==> src/rtl/bsm_seq_ctrl.sv <==
// Operand sequencer for one bit-serial fp16 x intN multiplier lane.
// Optional op counter (perf_ops/perf_clr) is enabled by defining BSM_SEQ_CTRL_PERF_EN.
module bsm_seq_ctrl #(
  parameter int unsigned ACT_WIDTH  = 16,
  parameter int unsigned W_MAX      = 8,
  parameter int unsigned MANT_WIDTH = 14
) (
  input  logic                  clk,
  input  logic                  rst,
  input  logic                  cfg_set,
  input  logic [3:0]            cfg_precision,
  input  logic                  in_valid,
  output logic                  in_ready,
  input  logic [ACT_WIDTH-1:0]  in_act,
  input  logic [W_MAX-1:0]      in_w,
  output logic [ACT_WIDTH-1:0]  mul_act,
  output logic                  mul_w,
  output logic                  mul_valid,
  output logic                  mul_set,
  output logic [3:0]            mul_precision,
  input  logic                  mul_sign,
  input  logic [MANT_WIDTH-1:0] mul_mant,
  input  logic                  mul_start_acc,
  output logic                  out_valid,
  input  logic                  out_ready,
  output logic                  out_sign,
  output logic [4:0]            out_exp,
  output logic [MANT_WIDTH-1:0] out_mant,
  output logic                  out_err,
`ifdef BSM_SEQ_CTRL_PERF_EN
  input  logic                  perf_clr,
  output logic [15:0]           perf_ops,
`endif
  output logic                  busy
);

  localparam int unsigned IDX_W  = (W_MAX > 1) ? $clog2(W_MAX) : 1;
  localparam int unsigned PREC_W = 4;
  localparam int unsigned EXP_W  = 5;
  localparam int unsigned WD_W   = 2;
  localparam logic [WD_W-1:0]   WD_LAST   = WD_W'(3);
  localparam logic [PREC_W-1:0] PREC_RST  = PREC_W'(4);
  localparam logic [PREC_W-1:0] PREC_MIN  = PREC_W'(2);
  localparam logic [PREC_W-1:0] PREC_MAX  = PREC_W'(W_MAX);

  typedef enum logic [1:0] {IDLE, SHIFT, CAPT} state_t;

  state_t               state, state_nx;
  logic [PREC_W-1:0]    prec_reg;
  logic [ACT_WIDTH-1:0] act_reg;
  logic [W_MAX-1:0]     w_reg;
  logic [IDX_W-1:0]     idx;
  logic                 sign_reg;
  logic [WD_W-1:0]      wd_cnt;
  logic                 cfg_take, accept, capture, abort;
  logic                 first_shift;

  function automatic logic [PREC_W-1:0] clamp_prec(input logic [PREC_W-1:0] p);
    if (p < PREC_MIN) return PREC_MIN;
    if (p > PREC_MAX) return PREC_MAX;
    return p;
  endfunction

  assign busy        = (state != IDLE);
  assign mul_act     = act_reg;
  assign first_shift = (PREC_W'(idx) == prec_reg - PREC_W'(1));

  // State register
  always_ff @(posedge clk or negedge rst) begin
    if (!rst) state <= IDLE;
    else      state <= state_nx;
  end

  // Next state, handshake and lane drive
  always_comb begin
    state_nx  = state;
    in_ready  = 1'b0;
    mul_valid = 1'b0;
    mul_w     = 1'b0;
    cfg_take  = 1'b0;
    accept    = 1'b0;
    capture   = 1'b0;
    abort     = 1'b0;
    case (state)
      IDLE: begin
        cfg_take = cfg_set;
        in_ready = !cfg_set && (!out_valid || out_ready);
        accept   = in_ready && in_valid;
        if (accept) state_nx = SHIFT;
      end
      SHIFT: begin
        mul_valid = 1'b1;
        mul_w     = w_reg[idx];
        if (idx == '0) state_nx = CAPT;
      end
      CAPT: begin
        if (mul_start_acc) begin
          capture  = 1'b1;
          state_nx = IDLE;
        end else if (wd_cnt == WD_LAST) begin
          abort    = 1'b1;
          state_nx = IDLE;
        end
      end
      default: state_nx = IDLE;
    endcase
  end

  // Operand, precision and result registers
  always_ff @(posedge clk or negedge rst) begin
    if (!rst) begin
      prec_reg      <= PREC_RST;
      mul_precision <= PREC_RST;
      mul_set       <= 1'b0;
      act_reg       <= '0;
      w_reg         <= '0;
      idx           <= '0;
      sign_reg      <= 1'b0;
      wd_cnt        <= '0;
      out_valid     <= 1'b0;
      out_sign      <= 1'b0;
      out_exp       <= '0;
      out_mant      <= '0;
      out_err       <= 1'b0;
    end else begin
      mul_set <= cfg_take;
      if (cfg_take) begin
        prec_reg      <= clamp_prec(cfg_precision);
        mul_precision <= clamp_prec(cfg_precision);
      end
      if (accept) begin
        act_reg <= in_act;
        w_reg   <= in_w;
        idx     <= IDX_W'(prec_reg - PREC_W'(1));
      end else if (state == SHIFT && idx != '0) begin
        idx <= idx - IDX_W'(1);
      end
      // Lane sign is only meaningful while the weight sign bit is on the wire
      if (state == SHIFT && first_shift) sign_reg <= mul_sign;
      wd_cnt <= (state == CAPT) ? wd_cnt + WD_W'(1) : '0;
      if (capture) begin
        out_valid <= 1'b1;
        out_sign  <= sign_reg;
        out_exp   <= act_reg[ACT_WIDTH-2 -: EXP_W];
        out_mant  <= mul_mant;
        out_err   <= 1'b0;
      end else if (abort) begin
        out_valid <= 1'b1;
        out_sign  <= 1'b0;
        out_exp   <= '0;
        out_mant  <= '0;
        out_err   <= 1'b1;
      end else if (out_valid && out_ready) begin
        out_valid <= 1'b0;
      end
    end
  end

`ifdef BSM_SEQ_CTRL_PERF_EN
  // Saturating count of drained results; clear has priority
  always_ff @(posedge clk or negedge rst) begin
    if (!rst)                                               perf_ops <= '0;
    else if (perf_clr)                                      perf_ops <= '0;
    else if (out_valid && out_ready && perf_ops != 16'hFFFF) perf_ops <= perf_ops + 16'd1;
  end
`endif

endmodule
==> config.mk <==
export PLATFORM = sky130hd
export DESIGN_NAME = bsm_seq_ctrl
export DESIGN_NICKNAME = d
export VERILOG_FILES = /design/src/rtl/bsm_seq_ctrl.sv
export SDC_FILE = /design/constraint.sdc
export NUM_CORES = 1
export LEC_CHECK = 0
export CAP_MARGIN = 20
export CORE_MARGIN = 2
export CORE_UTILIZATION = 39
export CTS_CLUSTER_DIAMETER = 50
export CTS_CLUSTER_SIZE = 28
export DETAILED_ROUTE_END_ITERATION = 12
export GPL_ROUTABILITY_DRIVEN = 0
export HOLD_SLACK_MARGIN = 0.02
export PLACE_DENSITY = 0.75
export SYNTH_ARGS = -nofsm -noshare
export SYNTH_HDL_FRONTEND = slang
export SYNTH_SLANG_ARGS = --single-unit
==> constraint.sdc <==
create_clock -name clk -period 1.5 [get_ports clk]
set_input_delay 0.3 -clock clk [delete_from_list [all_inputs] [get_ports clk]]
set_output_delay 0.3 -clock clk [all_outputs]
set_load 0.05 [all_outputs]
==> run metrics <==
status=finished with violations; failing checks=setup timing; Hold WS=0.440 ns; clock transition at the registers of the reported paths=0.07 ns; clock root cell=clkbuf_8; Avg Inst Size Synth=14.4 µm²; critical path launch point type=register; Worst VDD drop=1.65 mV; Logic pwr share=roughly three fifths; Sink Count=a little under 60; most numerous cell in the Yosys netlist=dfrtp_1; switching share of power=around 40%; RR Startpoint=prec_reg[0]; Worst Max-Slew Pin Slew=0.383 ns; Synth cell types=31; WS Path Type=reg2out; Placed Instances=359; CTS tree=built; #FFs+latches synth=a little under 60; Layout area overhead=79.6%; Clk pwr share=approximately an eighth; remaining antenna violation count=0; Post-DP HPWL=roughly 4400 µm; Die Span X=around 85 µm; CP max-delay cell=mux4_2; GRT Residual Overflow=0; sequential share of the synthesized area=slightly below 60%; Layout Utilization=roughly 70%; drt pass-1 iters=4; die footprint=7140 µm²; clock skew=~0.0071 ns; CTS max path bufs=2; core area=around 6300 µm²; Seq pwr share=26.5%; row cnt=29; synthesized instance count=175; first-pass GRT wire length=roughly 9300 µm; final setup violation count=3; internal power=7.00 mW; GR Util All Layers=16.7%; Req. time, crit path=roughly 1.2 ns; via count=1834; Met3 Wirelength=~260 µm; crit end category=output pin; clock buffer count from CTS=9; Clock Latency Late Sink=between 0.3 and 0.4 ns; Detailed Route WL=between 5000 and 6000 µm; Max Fclk=0.511 GHz; vias per std cell=between 4 and 5; min Tclk post-route=between 1.5 and 2 ns; Hold Path Class=in2async; asr flop ratio synth=100%; Synth top cells by count=dfrtp_1, mux2_4, a22o_1; I/O pins=96; Power Density=between 2000 and 3000 nW/µm²; fin crit share=131%; FF-to-FF setup slack=approximately 0.020 ns; Ys Warns=0; met1 WL=~2500 µm; Reg2Reg Depth=6; CP arrival=1.66 ns; top cell type's share of synthesized area=between 50% and 60%; max incr delay on CP=~0.52 ns; initial antenna violation count=0; Routed WL per cell=approximately 15 µm; drt initial violations=45; relative slew slack=between 70% and 80%; Initial Utilization=40.1%; Reg-to-Reg End=sign_reg; met2 WL=roughly 2900 µm; synthesized net count=228; worst-path cell chain=mux4_2, mux2i_2, nor2_4, buf_6; Post-synth EDFFs=0; nets=between 300 and 400; top cells by area, synth=dfrtp_1, mux2_4, a22o_1; Residual DRC=0; max reg flops=16; top_reg_cell synth=dfrtp_1; share of cells above drive strength 1=between 40% and 50%; top layer in use=met4; Die H=84.5 µm; final hold viol count=0; RSZ-0062 raised after global routing=true; final std cells w/o fill=386; n_diodes=0; P_sw=approximately 4.7 mW; Sum Neg Setup Slack=-0.526 ns; Slew Viols, Final=0; Multi-input gate area=a little over 1000 µm²; Yosys top cell by area=dfrtp_1; Max Cap Viol=0; largest net degree at the start of global routing=27; FF+latch area=1480 µm²; final setup margin=-0.458 ns; number of global-route vias before repair=around 1900; H-tree depth=3; fillers=439; Leakage=roughly 2.1 nW; # port buffers=95; synthesized cell area=between 2000 and 3000 µm²; crit path max fanout=3
==> placed cells by master, fill, tap and decap left out, drive strengths merged <==
cell type,count
xor2,2
clkinvlp,1
o22a,1
clkbuf,11
nand3,2
mux2i,1
nand4b,1
mux4,2
bufinv,1
dlygate4sd3,1
o21ai,6
mux2,25
clkdlybuf4s50,47
and2,2
clkinv,3
dfrtp,58
nor3,2
nand2b,4
nand2,9
ha,4
nor2,7
inv,9
xnor2,5
o211ai,1
a22o,20
buf,77
dfstp,1
a21oi,3
o31ai,1
nor2b,1
o32ai,1
==> power by group through the flow <==
stage          Combinational [mW]  Clock, mW  Sequential, mW
6_report                     7.19       1.41            3.11
5_1_grt                      7.48       1.53            3.20
4_1_cts                      7.00       1.46            3.12
3_5_place_dp                 6.84          0            3.12
3_3_place_gp                 6.75          0            3.09
2_1_floorplan                2.03          0            4.58
==> per-layer routing <==
| layer | GRT usage (%) | vias up |
|---|---|---|
| li1 | - | 872 |
| met1 | 20.8 | 897 |
| met2 | 28.3 | 58 |
| met3 | 3.64 | 7 |
| met4 | 6.49 | 0 |
| met5 | 0 | - |
==> cells by family (layout without fill, tap and decap cells) <==
kind of cell	count (synthesis)	in the layout	synth area share [%]
xor+xnor	7	7	2.42
fa+ha+maj	4	4	1.98
flops	59	59	58.4
mux	28	28	17.2
buf+inv	16	150	3.66
simple gates	28	28	6.33
compound gates	33	33	10.0
==> stage by stage <==
step                setup slack [ns]  area (µm²)  power (mW)
floorplan                     -0.129        2570        6.61
global placement              -0.193        4210        9.84
detailed placement            -0.211        4210        9.97
CTS                           -0.516        4460        11.6
global route                  -0.511        4540        12.2
finish                        -0.458        4540        11.7
==> critical path, delay by kind of cell (launching register included) <==
kind | cells | cell delay [ns]
muxes | 2 | 0.73
buffers and inverters | 1 | 0.15
and+or+nand+nor | 1 | 0.05
DFF | 1 | 0.41
==> area by class of cell <==
type	instances	area share (%)
Clock buffer	11	3.11
Clock inverter	5	1.16
Inverter	9	0.799
Multi-Input combinational cell	100	22.6
Sequential cell	59	32.7
Tap cell	77	2.12
Timing Repair Buffer	125	37.5
==> repair_timing <==
item                                    4_1_cts  5_1_grt
buffers inserted                              4        7
resized for setup                             9        8
hold endpoints to repair                     12        0
endpoints found under the setup margin        5       32
hold buffers                                  1        0
pin swaps                                     4        3
==> worst max-delay path by stage <==
stage	from	end	slack, ns	cells past startpoint
after floorplan	prec_reg[0]	sign_reg	-0.13	6
after global placement	out_ready	mul_act[9]	-0.19	5
after detailed placement	out_ready	mul_act[5]	-0.21	5
after CTS	idx[0]	mul_w	-0.52	4
after global routing	idx[0]	mul_w	-0.51	4
final	idx[0]	mul_w	-0.46	4
Power figures use the tool's default switching activity.
